$ cat src/rtl/ysyx_22050078_ifu_fetch.sv
// ysyx_22050078_ifu_fetch
// Instruction fetch unit: owns the PC, fetches one instruction at a time from
// instruction memory and hands it (with its PC) to decode.
//
// Ports:
//   clk, rst_n                 core clock (rising edge), async active-low reset
//   redirect_valid/redirect_pc PC change from execute; redirect_pc[1:0] ignored
//   imem_req_*                 request channel to imem (valid/ready), address = pc
//   imem_rsp_*                 response channel from imem (valid only, always accepted)
//   inst_valid/inst_ready      handshake to decode
//   inst_out, pc_out           instruction and its PC, held until accepted
//   fetch_err                  access fault of inst_out, qualified by inst_valid
//   perf_fetch_cnt             delivered-instruction counter (optional)
//
// Optional feature: define YSYX_22050078_IFU_PERF_EN to add perf_fetch_cnt.
module ysyx_22050078_ifu_fetch #(
    parameter int unsigned          PC_WIDTH   = 64,
    parameter int unsigned          INST_WIDTH = 32,
    parameter logic [PC_WIDTH-1:0]  RESET_PC   = PC_WIDTH'(64'h0000_0000_8000_0000)
) (
    input  logic                    clk,
    input  logic                    rst_n,
    input  logic                    redirect_valid,
    input  logic [PC_WIDTH-1:0]     redirect_pc,
    output logic                    imem_req_valid,
    input  logic                    imem_req_ready,
    output logic [PC_WIDTH-1:0]     imem_req_addr,
    input  logic                    imem_rsp_valid,
    input  logic [INST_WIDTH-1:0]   imem_rsp_data,
    input  logic                    imem_rsp_err,
    output logic                    inst_valid,
    input  logic                    inst_ready,
    output logic [INST_WIDTH-1:0]   inst_out,
    output logic [PC_WIDTH-1:0]     pc_out,
    output logic                    fetch_err
`ifdef YSYX_22050078_IFU_PERF_EN
    ,
    output logic [63:0]             perf_fetch_cnt
`endif
);

    typedef enum logic [2:0] {
        S_IDLE,
        S_REQ,
        S_WAIT,
        S_OUT,
        S_DROP
    } state_t;

    state_t                 state;
    state_t                 state_next;
    logic [PC_WIDTH-1:0]    pc;
    logic                   req_fire;
    logic                   inst_fire;
    logic                   redirect_pc_unused;

    // Low address bits of a redirect target are forced to zero.
    assign redirect_pc_unused = ^redirect_pc[1:0];

    assign req_fire  = imem_req_valid & imem_req_ready;
    assign inst_fire = inst_valid & inst_ready;

    // State register
    always_ff @(posedge clk or negedge rst_n) begin
        if (!rst_n) begin
            state <= S_IDLE;
        end else begin
            state <= state_next;
        end
    end

    // Next-state logic; a redirect takes priority over every other transition.
    always_comb begin
        state_next = state;
        unique case (state)
            S_IDLE: state_next = S_REQ;
            S_REQ: begin
                if (redirect_valid) begin
                    // An already-accepted request must still have its response drained.
                    state_next = req_fire ? S_DROP : S_REQ;
                end else if (req_fire) begin
                    state_next = S_WAIT;
                end
            end
            S_WAIT: begin
                if (redirect_valid) begin
                    state_next = imem_rsp_valid ? S_REQ : S_DROP;
                end else if (imem_rsp_valid) begin
                    state_next = S_OUT;
                end
            end
            S_OUT: begin
                if (redirect_valid || inst_ready) begin
                    state_next = S_REQ;
                end
            end
            S_DROP: begin
                // A response arriving alongside a redirect still retires the
                // outstanding request, so there is nothing left to wait for.
                if (imem_rsp_valid) begin
                    state_next = S_REQ;
                end
            end
            default: state_next = S_IDLE;
        endcase
    end

    // Outputs decoded from the registered state only
    always_comb begin
        imem_req_valid = (state == S_REQ);
        inst_valid     = (state == S_OUT);
        imem_req_addr  = pc;
    end

    // PC and decode-side holding registers
    always_ff @(posedge clk or negedge rst_n) begin
        if (!rst_n) begin
            pc        <= RESET_PC;
            inst_out  <= '0;
            pc_out    <= '0;
            fetch_err <= 1'b0;
        end else begin
            if (redirect_valid) begin
                pc <= {redirect_pc[PC_WIDTH-1:2], 2'b00};
            end else if (inst_fire) begin
                pc <= pc + PC_WIDTH'(4);
            end

            if ((state == S_WAIT) && imem_rsp_valid && !redirect_valid) begin
                inst_out  <= imem_rsp_data;
                pc_out    <= pc;
                fetch_err <= imem_rsp_err;
            end
        end
    end

`ifdef YSYX_22050078_IFU_PERF_EN
    // Counts instructions actually consumed by decode; cancelled ones excluded.
    always_ff @(posedge clk or negedge rst_n) begin
        if (!rst_n) begin
            perf_fetch_cnt <= '0;
        end else if (inst_fire && !redirect_valid) begin
            perf_fetch_cnt <= perf_fetch_cnt + 64'd1;
        end
    end
`endif

endmodule
$ cat config.mk
export PLATFORM = sky130hd
export DESIGN_NAME = ysyx_22050078_ifu_fetch
export DESIGN_NICKNAME = d
export VERILOG_FILES = /design/src/rtl/ysyx_22050078_ifu_fetch.sv
export SDC_FILE = /design/constraint.sdc
export NUM_CORES = 1
export LEC_CHECK = 0
export CAP_MARGIN = 25
export CORE_MARGIN = 2
export CORE_UTILIZATION = 64
export CTS_CLUSTER_DIAMETER = 80
export DETAILED_ROUTE_END_ITERATION = 10
export DONT_BUFFER_PORTS = 1
export PLACE_DENSITY = 0.8
export SLEW_MARGIN = 20
export SYNTH_ARGS = -nofsm -noshare
export SYNTH_HDL_FRONTEND = slang
export SYNTH_SLANG_ARGS = --single-unit
$ cat constraint.sdc
create_clock -name clk -period 2.9 [get_ports clk]
set_input_delay 0.58 -clock clk [delete_from_list [all_inputs] [get_ports clk]]
set_output_delay 0.58 -clock clk [all_outputs]
set_load 0.01 [all_outputs]
==> flow_results.xml <==
<?xml version="1.0" encoding="UTF-8"?>
<metrics>
  <group name="status">
    <metric name="outcome" unit="">finished with violations</metric>
    <metric name="failed_checks" unit="">negative hold slack</metric>
  </group>
  <group name="power">
    <metric name="share_seq_of_total_power" unit="">0.520</metric>
    <metric name="swShare" unit="">0.297</metric>
    <metric name="worst_case_vdd_ir_drop" unit="uV">623</metric>
    <metric name="p_comb_frac" unit="">0.139</metric>
    <metric name="power.net_switching" unit="uW">2170</metric>
    <metric name="power.internal" unit="uW">5150</metric>
    <metric name="leakage" unit="uW">0.00361</metric>
    <metric name="share_clk_of_total_power" unit="">0.341</metric>
    <metric name="p_per_area" unit="nW/um^2">854</metric>
  </group>
  <group name="clock_tree">
    <metric name="clock_insertion_delay_worst_skew" unit="ns">0.43</metric>
    <metric name="clkSlewWorstSetupHoldPaths" unit="ns">0.06</metric>
    <metric name="h-tree-depth" unit="">4</metric>
    <metric name="tritoncts" unit="">yes</metric>
    <metric name="clock_tree_buf_depth" unit="">2</metric>
    <metric name="cell_at_the_root_of_the_clock_tree" unit="">clkbuf_16</metric>
    <metric name="cts_bufs_inserted" unit="">17</metric>
    <metric name="numClockSinks" unit="">160</metric>
    <metric name="cts.repair_timing.setup_buffer_count" unit="">0</metric>
    <metric name="post_cts_resized" unit="">0</metric>
  </group>
  <group name="global_route">
    <metric name="first_global_vias" unit="">5759</metric>
    <metric name="largest_net_degree_at_the_start_of_global_routing" unit="">161</metric>
    <metric name="global_router_s_overall_resource_usage" unit="">0.293</metric>
    <metric name="antenna_found_initial" unit="">0</metric>
    <metric name="grt_pass1_wl" unit="microns">29400</metric>
    <metric name="globalRoute.totalOverflow" unit="">0</metric>
  </group>
  <group name="placement">
    <metric name="gpl.final_weighted_congestion" unit="">0.837</metric>
    <metric name="cell_area_after_placement" unit="sq um">7910</metric>
    <metric name="port_buffers" unit="">0</metric>
    <metric name="place.detailed.hpwl" unit="microns">12800</metric>
    <metric name="placed_cell_count" unit="">837</metric>
  </group>
  <group name="layout">
    <metric name="n_antenna_cell" unit="">0</metric>
    <metric name="final_layout_size_suffix_gt1_frac" unit="">0.231</metric>
    <metric name="layout.nets" unit="">813</metric>
    <metric name="final_cell_area" unit="sq um">8570</metric>
    <metric name="flow.area_growth_from_synthesis" unit="%">11.6</metric>
    <metric name="layout.cells.non_filler" unit="">869</metric>
    <metric name="fill_cells" unit="">806</metric>
    <metric name="layout.core_utilization" unit="">0.723</metric>
  </group>
  <group name="floorplanning">
    <metric name="fp.dieW" unit="microns">114</metric>
    <metric name="start_util" unit="">0.647</metric>
    <metric name="fp_rows" unit="">40</metric>
    <metric name="die-area" unit="sq um">12900</metric>
    <metric name="die_y" unit="microns">114</metric>
    <metric name="core_area" unit="sq um">11900</metric>
    <metric name="ios" unit="">266</metric>
  </group>
  <group name="sta">
    <metric name="setup_viol" unit="">0</metric>
    <metric name="fin_tns_setup" unit="ns">0</metric>
    <metric name="fin_skew" unit="ns">0.00818</metric>
    <metric name="unrepaired_setup_endpoints_after_global_routing" unit="">false</metric>
    <metric name="finalHoldViolations" unit="">159</metric>
    <metric name="hold_slack" unit="ns">-0.151</metric>
    <metric name="fmaxAchievable" unit="GHz">0.382</metric>
    <metric name="worst_pin_slew" unit="ns">0.562</metric>
    <metric name="timing.final.crit_period" unit="ns">2.62</metric>
    <metric name="slew_headroom" unit="">0.622</metric>
    <metric name="slew_viol_final" unit="">0</metric>
    <metric name="final.period_utilization" unit="">0.902</metric>
  </group>
  <group name="yosys">
    <metric name="post_synth_edffs" unit="">0</metric>
    <metric name="number_of_register_bits_inferred_by_synthesis" unit="">160</metric>
    <metric name="synthArstFlopShare" unit="">1.00</metric>
    <metric name="synthesis.instances" unit="">701</metric>
    <metric name="synth-warning-count" unit="">0</metric>
    <metric name="synth-seq-area-share" unit="">0.522</metric>
    <metric name="number_of_distinct_library_cells_after_synthesis" unit="">57</metric>
    <metric name="synth_area" unit="sq um">7680</metric>
    <metric name="synth_top_flop_cell" unit="">dfrtp_1</metric>
    <metric name="synthesis.area_per_instance" unit="sq um">11.0</metric>
  </group>
  <group name="setup_path">
    <metric name="worstPathRequired" unit="ns">3.24</metric>
    <metric name="timing.critical_path.arrival" unit="ns">2.96</metric>
    <metric name="worst-setup-path-type" unit="">register to register</metric>
    <metric name="critical_path.reg2reg.startpoint" unit="">state[0]</metric>
    <metric name="crit_start" unit="">state[0]</metric>
    <metric name="critPathMaxFanout" unit="">10</metric>
    <metric name="timing.critical_path.to_type" unit="">register</metric>
    <metric name="startpoint_kind_of_the_worst_setup_timing_path" unit="">register</metric>
  </group>
  <group name="run">
    <metric name="maxCapViolCount" unit="">0</metric>
  </group>
  <group name="routing">
    <metric name="remaining_drc_errors" unit="">0</metric>
    <metric name="wire_per_inst" unit="microns">21.6</metric>
    <metric name="wirelength" unit="microns">18800</metric>
    <metric name="detailedRoute.firstPassIterationCount" unit="">5</metric>
    <metric name="route.antenna.remaining_nets" unit="">0</metric>
    <metric name="dr_total_vias" unit="">5731</metric>
    <metric name="detail_route.vias_per_cell" unit="">6.59</metric>
    <metric name="violation_count_after_the_first_detailed_routing_iteration" unit="">427</metric>
  </group>
  <group name="worst_hold_path">
    <metric name="hold_path_class" unit="">input pin to asynchronous set/reset pin</metric>
  </group>
</metrics>
## area by class of cell
type	count	area, sq um	area share
sequential	160	4010	0.467
multi-input combinational	488	3440	0.402
clock buffer	24	492	0.0573
timing repair buffer	28	223	0.0260
tap	147	184	0.0215
clock inverter	8	174	0.0203
inverter	14	52.6	0.00613
## worst max-delay path: stages (launching register included)
cell	delay, ns
dfrtp_1	0.52
nand4b_4	0.21
or4_1	0.61
or4b_4	0.59
or4_1	0.42
a31oi_1	0.17
## power by group through the flow
stage | Combinational [uW] | Clock (uW) | Sequential [uW]
after floorplan | 877 | 0 | 3640
after global placement | 947 | 0 | 3800
after detailed placement | 1020 | 0 | 3840
after CTS | 1030 | 2520 | 3810
after global routing | 1130 | 2610 | 3890
final | 1020 | 2500 | 3810
## layer usage
layer  wire length [microns]  up-vias  global-route usage
met2                    9250      304               0.467
met4                     479        0               0.128
li1                        -     2547                   -
met1                    7120     2840               0.361
met5                       0        -                   0
met3                    1900       40               0.108
## flip-flops by register name (all words and copies together), names as in the netlist
| signal | count |
|---|---|
| inst_out | 32 |
| state | 3 |
| imem_req_addr | 62 |
| fetch_err | 1 |
| pc_out | 62 |
## synth_stat cells (all sizes together) (3+ instances only)
cell	count	area [sq um]
a22oi	6	45.0
a21oi	5	25.0
and2	5	31.3
xnor2	34	298
inv	13	48.8
nor4	25	178
nor2b	11	68.8
nor2	23	86.3
xor2	3	26.3
and4	4	35.0
nor3	26	130
nand2	75	282
or3	7	48.8
nand4	21	131
o21ai	44	220
a221o	4	40.0
nand2b	5	31.3
a31oi	8	50.1
clkbuf	29	109
mux2	96	1080
mux2i	7	70.1
and3	4	25.0
nand4b	3	41.3
or4	12	92.6
dfrtp	159	3980
o31a	3	27.5
buf	13	86.3
nand3	32	173
## per-stage QoR
| stage | total power, uW | setup WS (ns) |
|---|---|---|
| after detailed placement | 4860 | 0.289 |
| after CTS | 7360 | 0.295 |
| after floorplan | 4520 | 0.469 |
| final | 7320 | 0.285 |
| after global routing | 7640 | 0.166 |
| after global placement | 4750 | 0.313 |
## cell families (layout without fill, tap and decap cells)
group,Yosys count,in the layout,share of synthesized area
compound gates,82,82,0.0665
xor+xnor,37,37,0.0422
fa+ha+maj,1,1,0.00163
buf+inv,56,74,0.0323
flops,160,160,0.522
mux,103,103,0.150
other cells,1,4,0.000488
simple gates,261,261,0.186
## cell usage in the layout (no fill, tap or decap), types with 6 or more instances in the layout
master and n:
dfrtp_1 159, nand4_1 21, clkbuf_16 17, mux2_2 96
buf_4 27, inv_1 13, nand3_1 31, a22oi_1 6
mux2i_1 7, nor4_1 22, or3_1 6, nor3_1 26
xnor2_1 34, a31oi_1 8, nor2_1 23, nand2_1 75
or4_1 10, nor2b_1 11, o21ai_0 44
## final timing paths
path,cells after the start,slack (ns),to
hold / removal,0,-0.15,pc_out[42]
hold reg to reg,1,0.58,pc_out[37]
max in group asynchronous,0,2.81,imem_req_addr[58]
setup / recovery,5,0.28,imem_req_addr[62]
min in group clk,1,0.24,state[1]
setup reg to reg,5,0.28,imem_req_addr[62]
No activity file was read; power rests on OpenSTA's default activity.
